`src/rtl/vend_pkg.sv`:
```
`timescale 1ns/1ps
`default_nettype none
// ============================================================================
// Module   : vend_pkg
// Purpose  : Shared definitions for the vending controller: coin encodings,
//            controller state enum and the coin-to-credit-units helper.
// Revision : 1.0  initial release
// ============================================================================
package vend_pkg;

    // Coin input encodings (credit is counted in 5c units)
    localparam logic [1:0] COIN_NONE = 2'b00;
    localparam logic [1:0] COIN_5C   = 2'b01;
    localparam logic [1:0] COIN_10C  = 2'b10;
    localparam logic [1:0] COIN_BAD  = 2'b11;

    typedef enum logic [1:0] {
        ST_IDLE   = 2'd0,
        ST_CREDIT = 2'd1,
        ST_VEND   = 2'd2,
        ST_CHANGE = 2'd3
    } vend_state_e;

    // Credit value of a coin in 5c units; anything not a real coin is worth 0
    function automatic logic [1:0] coin_units(input logic [1:0] coin_code);
        logic [1:0] units;
        case (coin_code)
            COIN_5C:  units = 2'd1;
            COIN_10C: units = 2'd2;
            default:  units = 2'd0;
        endcase
        return units;
    endfunction

endpackage
`default_nettype wire

```
`src/rtl/vend_change_unit.sv`:
```
`timescale 1ns/1ps
`default_nettype none
// ============================================================================
// Module   : vend_change_unit
// Purpose  : Change pay-out down-counter. While active, each cycle with
//            nonzero credit returns one 5c coin (registered change_pulse) and
//            hands back the decremented credit; done flags an empty credit.
// Ports    : clk, reset       - clock, asynchronous active-high reset
//            active           - controller is in the CHANGE state
//            credit_in        - current credit register value
//            credit_next      - credit value for the next cycle
//            done             - active with credit already at zero
//            change_pulse     - one returned coin per asserted cycle
// Revision : 1.0  initial release
// ============================================================================
module vend_change_unit #(
    parameter int CREDIT_W = 6
) (
    input  logic                clk,
    input  logic                reset,
    input  logic                active,
    input  logic [CREDIT_W-1:0] credit_in,
    output logic [CREDIT_W-1:0] credit_next,
    output logic                done,
    output logic                change_pulse
);

    logic change_pulse_d;
    logic change_pulse_q;

    always_comb begin
        change_pulse_d = active && (credit_in != '0);
        done           = active && (credit_in == '0);
        credit_next    = change_pulse_d ? (credit_in - CREDIT_W'(1)) : credit_in;
    end

    always_ff @(posedge clk or posedge reset) begin
        if (reset) begin
            change_pulse_q <= 1'b0;
        end else begin
            change_pulse_q <= change_pulse_d;
        end
    end

    assign change_pulse = change_pulse_q;

endmodule
`default_nettype wire

```
`src/rtl/vend_controller.sv`:
```
`timescale 1ns/1ps
`default_nettype none
// ============================================================================
// Module   : vend_controller
// Purpose  : Coin-operated vending controller: accumulates credit, checks
//            selections against per-slot price/stock, dispenses, and pays
//            change back one 5c coin per cycle.
// Ports    : clk, reset (async, active-high)
//            coin, sel_valid/sel_id, cancel       - customer inputs
//            cfg_we/cfg_id/cfg_price/cfg_stock    - slot configuration (IDLE only)
//            vend_valid/vend_id, change_pulse     - dispense / change outputs
//            coin_reject, sel_reject              - one-cycle rejection flags
//            credit, busy, sold_out               - status
// Options  : VEND_TIMEOUT_EN - auto-refund after TIMEOUT_CYC idle CREDIT cycles
// Revision : 1.0  initial release
// ============================================================================
module vend_controller
    import vend_pkg::*;
#(
    parameter  int NUM_ITEMS   = 4,
    parameter  int CREDIT_W    = 6,
    parameter  int STOCK_W     = 4,
    parameter  int TIMEOUT_CYC = 1000,
    localparam int ID_W        = $clog2(NUM_ITEMS)
) (
    input  logic                 clk,
    input  logic                 reset,
    input  logic [1:0]           coin,
    input  logic                 sel_valid,
    input  logic [ID_W-1:0]      sel_id,
    input  logic                 cancel,
    input  logic                 cfg_we,
    input  logic [ID_W-1:0]      cfg_id,
    input  logic [CREDIT_W-1:0]  cfg_price,
    input  logic [STOCK_W-1:0]   cfg_stock,
    output logic                 vend_valid,
    output logic [ID_W-1:0]      vend_id,
    output logic                 change_pulse,
    output logic                 coin_reject,
    output logic                 sel_reject,
    output logic [CREDIT_W-1:0]  credit,
    output logic                 busy,
    output logic [NUM_ITEMS-1:0] sold_out
);

    localparam logic [ID_W:0] NUM_ITEMS_L = NUM_ITEMS[ID_W:0];

    vend_state_e         state_q, state_d;
    logic [CREDIT_W-1:0] credit_q, credit_d;
    logic [CREDIT_W-1:0] price_q [NUM_ITEMS];
    logic [CREDIT_W-1:0] price_d [NUM_ITEMS];
    logic [STOCK_W-1:0]  stock_q [NUM_ITEMS];
    logic [STOCK_W-1:0]  stock_d [NUM_ITEMS];
    logic                vend_valid_q, vend_valid_d;
    logic [ID_W-1:0]     vend_id_q, vend_id_d;
    logic                coin_reject_q, coin_reject_d;
    logic                sel_reject_q, sel_reject_d;

    logic [CREDIT_W:0]   w_coin_sum;
    logic                w_coin_ok;
    logic                w_sel_in_range;
    logic                w_cfg_in_range;
    logic [CREDIT_W-1:0] w_change_credit;
    logic                w_change_done;

    // One spare bit catches a coin that would overflow the credit register
    assign w_coin_sum     = {1'b0, credit_q} + {{(CREDIT_W-1){1'b0}}, coin_units(coin)};
    assign w_coin_ok      = (coin_units(coin) != 2'd0) && !w_coin_sum[CREDIT_W];
    assign w_sel_in_range = ({1'b0, sel_id} < NUM_ITEMS_L);
    assign w_cfg_in_range = ({1'b0, cfg_id} < NUM_ITEMS_L);

`ifdef VEND_TIMEOUT_EN
    localparam int          TMR_W    = $clog2(TIMEOUT_CYC + 1);
    localparam logic [TMR_W-1:0] TMO_LAST = TMR_W'(TIMEOUT_CYC - 1);

    logic [TMR_W-1:0] timer_q, timer_d;
    logic             w_credit_event;

    // Any customer activity in CREDIT restarts the inactivity window
    assign w_credit_event = cancel | sel_valid | w_coin_ok;
`endif

    always_comb begin
        state_d       = state_q;
        credit_d      = credit_q;
        price_d       = price_q;
        stock_d       = stock_q;
        vend_valid_d  = 1'b0;
        vend_id_d     = vend_id_q;
        coin_reject_d = 1'b0;
        sel_reject_d  = 1'b0;

        case (state_q)
            ST_IDLE: begin
                if (cfg_we && w_cfg_in_range) begin
                    price_d[cfg_id] = cfg_price;
                    stock_d[cfg_id] = cfg_stock;
                end
                sel_reject_d = sel_valid;
                // A selection in the same cycle always bounces the coin
                if (coin != COIN_NONE) begin
                    if (w_coin_ok && !sel_valid) begin
                        credit_d = w_coin_sum[CREDIT_W-1:0];
                        state_d  = ST_CREDIT;
                    end else begin
                        coin_reject_d = 1'b1;
                    end
                end
            end

            ST_CREDIT: begin
                if (cancel) begin
                    // Full refund; a simultaneous selection is dropped silently
                    state_d       = ST_CHANGE;
                    coin_reject_d = (coin != COIN_NONE);
                end else if (sel_valid) begin
                    // Judged against credit before any same-cycle coin
                    coin_reject_d = (coin != COIN_NONE);
                    if (!w_sel_in_range || (stock_q[sel_id] == '0) ||
                        (credit_q < price_q[sel_id])) begin
                        sel_reject_d = 1'b1;
                    end else begin
                        vend_valid_d    = 1'b1;
                        vend_id_d       = sel_id;
                        stock_d[sel_id] = stock_q[sel_id] - STOCK_W'(1);
                        credit_d        = credit_q - price_q[sel_id];
                        state_d         = ST_VEND;
                    end
                end else if (coin != COIN_NONE) begin
                    if (w_coin_ok) begin
                        credit_d = w_coin_sum[CREDIT_W-1:0];
                    end else begin
                        coin_reject_d = 1'b1;
                    end
                end
            end

            ST_VEND: begin
                coin_reject_d = (coin != COIN_NONE);
                sel_reject_d  = sel_valid;
                state_d       = (credit_q != '0) ? ST_CHANGE : ST_IDLE;
            end

            ST_CHANGE: begin
                coin_reject_d = (coin != COIN_NONE);
                sel_reject_d  = sel_valid;
                credit_d      = w_change_credit;
                if (w_change_done) begin
                    state_d = ST_IDLE;
                end
            end

            default: begin
                state_d = ST_IDLE;
            end
        endcase

`ifdef VEND_TIMEOUT_EN
        timer_d = '0;
        if ((state_q == ST_CREDIT) && !w_credit_event) begin
            if (timer_q == TMO_LAST) begin
                state_d = ST_CHANGE;
            end else begin
                timer_d = timer_q + TMR_W'(1);
            end
        end
`endif
    end

    always_ff @(posedge clk or posedge reset) begin
        if (reset) begin
            state_q       <= ST_IDLE;
            credit_q      <= '0;
            vend_valid_q  <= 1'b0;
            vend_id_q     <= '0;
            coin_reject_q <= 1'b0;
            sel_reject_q  <= 1'b0;
            for (int i = 0; i < NUM_ITEMS; i++) begin
                price_q[i] <= '0;
                stock_q[i] <= '0;
            end
        end else begin
            state_q       <= state_d;
            credit_q      <= credit_d;
            vend_valid_q  <= vend_valid_d;
            vend_id_q     <= vend_id_d;
            coin_reject_q <= coin_reject_d;
            sel_reject_q  <= sel_reject_d;
            price_q       <= price_d;
            stock_q       <= stock_d;
        end
    end

`ifdef VEND_TIMEOUT_EN
    always_ff @(posedge clk or posedge reset) begin
        if (reset) begin
            timer_q <= '0;
        end else begin
            timer_q <= timer_d;
        end
    end
`endif

    vend_change_unit #(
        .CREDIT_W (CREDIT_W)
    ) u_change (
        .clk          (clk),
        .reset        (reset),
        .active       (state_q == ST_CHANGE),
        .credit_in    (credit_q),
        .credit_next  (w_change_credit),
        .done         (w_change_done),
        .change_pulse (change_pulse)
    );

    generate
        for (genvar gi = 0; gi < NUM_ITEMS; gi++) begin : g_sold_out
            assign sold_out[gi] = (stock_q[gi] == '0);
        end
    endgenerate

    assign vend_valid  = vend_valid_q;
    assign vend_id     = vend_id_q;
    assign coin_reject = coin_reject_q;
    assign sel_reject  = sel_reject_q;
    assign credit      = credit_q;
    assign busy        = (state_q == ST_VEND) || (state_q == ST_CHANGE);

endmodule
`default_nettype wire
```
`config.mk`:
```
export PLATFORM = sky130hd
export DESIGN_NAME = vend_controller
export DESIGN_NICKNAME = d
export VERILOG_FILES = /design/src/rtl/vend_pkg.sv /design/src/rtl/vend_change_unit.sv /design/src/rtl/vend_controller.sv
export SDC_FILE = /design/constraint.sdc
export NUM_CORES = 1
export LEC_CHECK = 0
export BUFFER_PORTS_ARGS = -buffer_cell sky130_fd_sc_hd__buf_4
export CAP_MARGIN = 0
export CORE_MARGIN = 8
export CORE_UTILIZATION = 50
export CTS_BUF_LIST = sky130_fd_sc_hd__clkbuf_4
export DETAILED_ROUTE_END_ITERATION = 10
export PLACE_DENSITY = 0.78
export SLEW_MARGIN = 20
export SYNTH_ARGS = -nofsm -noshare
export SYNTH_HDL_FRONTEND = slang
export SYNTH_SLANG_ARGS = --single-unit
export TNS_END_PERCENT = 30
```
`constraint.sdc`:
```
create_clock -name clk -period 3.4 [get_ports clk]
set_clock_uncertainty 0.2 [all_clocks]
set_input_delay 0.68 -clock clk [delete_from_list [all_inputs] [get_ports clk]]
set_output_delay 0.68 -clock clk [all_outputs]
set_load 0.02 [all_outputs]
```
==> results.py <==
metrics = {
    "clock_tree": {
        "cts.sinks": 54,
        "post_cts_resized": 0,
        "htreeDepth": 2,
        "cts_tree": "built",
        "clock_path_buffers": 2,
        "insertion_delay_ps": 380,
        "cts_setup_buffers": 0,
        "clk_pin_slew_ps": 170,
        "cts_root_buf": "clkbuf_4",
        "cts_made_buffers": 5,
        "cts_hold_buf": 0,
    },
    "drt": {
        "drtIter0Drc": 149,
        "wl_per_cell_um": 18.0,
        "via_count": 2758,
        "route.detailed.drc": 0,
        "first_pass_iters": 5,
        "wl_um": 8120,
        "avgViaCountPerCell": 6.10,
        "postRouteAntennaNets": 0,
    },
    "floorplan": {
        "die_y_um": 97.9,
        "die-width_um": 97.9,
        "design.core.area_um2": 6640,
        "pin_count": 38,
        "start_util_pct": 50.5,
        "core.rowCount": 30,
        "die_area_um2": 9590,
    },
    "synthesis": {
        "synthArstFlopShare_pct": 100,
        "synth-seq-cells": 54,
        "syn-num-nets": 364,
        "synthDistinctLibCells": 51,
        "synth_edf_count": 0,
        "synth_area_per_cell_um2": 10.3,
        "yosysSeqAreaShare_pct": 40.3,
        "synth_area_leaders": "dfrtp_1 (40%), mux2_2 (8.4%), mux4_2 (5.4%)",
        "ys.flop_type": "dfrtp_1",
        "netlist.area_leader.share_pct": 40.3,
        "syn_area_um2": 3360,
        "yosys_warnings": 0,
        "syn_inst": 327,
        "yosysTopAreaCell": "dfrtp_1",
    },
    "cells_and_area": {
        "fin_area_um2": 3860,
        "final_core_util_pct": 58.1,
        "stdcell_count": 452,
        "drive_gt1_share_pct": 28.2,
        "antennaDiodeCount": 0,
        "area_growth_pct": 15.1,
        "final_nets": 408,
        "n_fill_cell": 572,
    },
    "sta": {
        "slew_violations": 0,
        "relSlewSlack_pct": 54.8,
        "rsz0062_at_grt": "false",
        "setup_slack_ps": 325,
        "tightest_slew_ps": 672,
        "fmax_mhz": 325,
        "final-setup-viol-count": 0,
        "hold_viol_final": 0,
        "fin_crit_sh_pct": 90.4,
        "setup_tns_ps": 0,
        "finalCriticalPeriod_ps": 3070,
    },
    "place": {
        "dpl_worst_slack_ps": -63.3,
        "dpl.hpwl_um": 6350,
        "routabilityCongestion": 0.956,
        "portBuffers": 37,
        "placed_area_um2": 3800,
        "dp.cells": 444,
    },
    "run": {
        "maxCapViolCount": 0,
    },
    "worst_setup_path": {
        "rr_endpoint": "stock_q[6]",
        "r2r_start": "price_q[0]",
        "worst_setup_path_start_kind": "input pin",
        "worstRegToRegCells": 10,
        "worst_ep_required_time_ps": 3480,
        "crit_arrival_ps": 3150,
        "r2r_slack_ps": 380,
        "endpoint_kind": "flip-flop",
        "path_class": "in2reg",
        "crit_fanout": 4,
    },
    "pwr": {
        "power.density_nw_per_um2": 863,
        "leakage_nw": 1.77,
        "ir_worst_vdd_mv": 0.372,
    },
    "grt": {
        "antenna_found_initial": 0,
        "overflow": 0,
        "grt_pass1_vias": 2714,
        "met1_usage_pct": 23.2,
        "grt_pass1_wl_um": 13700,
        "grt_usage_pct": 17.4,
        "grt_util_met3_pct": 4.48,
        "busiest_layer": "met2",
        "met2_usage_pct": 27.3,
        "grt_max_degree": 29,
    },
    "worst_hold_path": {
        "hold_class": "in2async",
    },
    "run_status": {
        "status": "finished, final reports clean",
    },
}
-- stage by stage --
step                      power, mW  hold WS (ps)
after floorplan                2.45           274
after global placement         2.98           272
after detailed placement       3.03           276
after CTS                      3.34           141
after global routing           3.59           162
final                          3.33           134
-- report_power, final --
part / internal, mW / switching (mW)
Sequential: 0.916 / 0.285
Combinational: 0.904 / 0.926
Clock: 0.0851 / 0.217
Total: 1.90 / 1.43
-- layer usage --
layer / up-vias / share of wire (%)
met2: 117 / 45
met1: 1356 / 46
met3: 7 / 7.4
met4: 0 / 1.2
li1: 1278 / -
met5: - / 0
-- logic make-up (layout without fill, tap and decap cells) --
group | after synthesis | after routing | synth area share [%]
XOR/XNOR | 7 | 7 | 1.83
buffers and inverters | 42 | 87 | 5.33
AND/OR/NAND/NOR | 83 | 83 | 12.3
adder cells (fa/ha/maj) | 16 | 16 | 6.41
AO/OA/AOI/OAI | 89 | 89 | 18.5
flip-flops | 54 | 54 | 40.3
multiplexers | 36 | 36 | 15.3
-- sequential cells by signal (all words and copies together) (netlist names) --
name                   flops
state_q                    2
coin_reject                1
vend_id                    2
sel_reject                 1
vend_valid                 1
u_change.change_pulse      1
price_q                   24
stock_q                   16
credit                     6
-- worst max-delay path by stage --
stage	startpoint	depth (start not counted)	slack, ps	end
6_report	sel_id[0]	11	330	stock_q[6]
5_1_grt	sel_id[0]	13	190	stock_q[15]
4_1_cts	sel_id[0]	11	350	stock_q[6]
3_5_place_dp	sel_id[0]	11	-60	stock_q[6]
3_3_place_gp	sel_id[0]	11	-20	stock_q[5]
2_1_floorplan	sel_id[0]	12	-120	stock_q[5]
-- synth_stat cells (2+ instances only) --
master,n
a22oi_1,2
nor2_1,13
nor2b_1,8
xor2_1,2
mux4_2,8
nand3_1,9
a211o_1,3
a21oi_1,18
dfrtp_1,54
nor4_1,4
a22o_1,11
buf_2,5
ha_1,14
nor3_1,4
nand2b_1,2
a31oi_1,3
and3_1,2
and2_1,5
a21o_1,2
and3b_1,2
mux2_2,25
buf_6,2
o22ai_1,4
fa_1,2
inv_1,26
nand2_1,29
o21ai_0,21
xnor2_1,5
clkbuf_1,8
o211ai_1,11
o31ai_1,3
-- cell type report --
cell class	count	area, µm²	share of cell area [%]
Timing Repair Buffer	52	403	10.4
Multi-Input combinational cell	231	1840	47.7
Clock buffer	5	37.5	0.972
Sequential cell	54	1350	35.0
Clock inverter	3	25.0	0.648
Tap cell	80	100	2.59
Inverter	27	101	2.62
-- worst max-delay path: stages --
cell and delay, ps:
buf_4 130, mux4_2 540, ha_4 180, inv_2 50, fa_2 200, a21oi_2 60
nand4b_1 240, a221oi_4 320, a31oi_2 160, or3_4 360, a22o_1 210
-- cells in the final DEF (no fill, tap or decap), types with 2 or more instances in the layout --
| cell type | synthesis | layout |
|---|---|---|
| inv_2 | 1 | 3 |
| a21o_1 | 2 | 2 |
| clkbuf_4 | 0 | 5 |
| nand2b_1 | 2 | 2 |
| and2_1 | 5 | 5 |
| and3b_1 | 2 | 2 |
| ha_1 | 14 | 13 |
| dfrtp_1 | 54 | 54 |
| xnor2_1 | 5 | 5 |
| o22ai_1 | 4 | 4 |
| a21oi_1 | 18 | 17 |
| a31oi_1 | 3 | 3 |
| nor2b_1 | 8 | 8 |
| mux4_2 | 8 | 8 |
| inv_1 | 26 | 24 |
| a22o_1 | 11 | 11 |
| buf_4 | 0 | 51 |
| nor2_1 | 13 | 13 |
| nand2_1 | 29 | 29 |
| and3_1 | 2 | 2 |
| nand3_1 | 9 | 9 |
| mux2_2 | 25 | 25 |
| o211ai_1 | 11 | 11 |
| a211o_1 | 3 | 3 |
| nor3_1 | 4 | 4 |
| o31ai_1 | 3 | 3 |
| o21ai_0 | 21 | 21 |
| a22oi_1 | 2 | 2 |
| xor2_1 | 2 | 2 |
| nor4_1 | 4 | 4 |
Power figures use the tool's default switching activity.
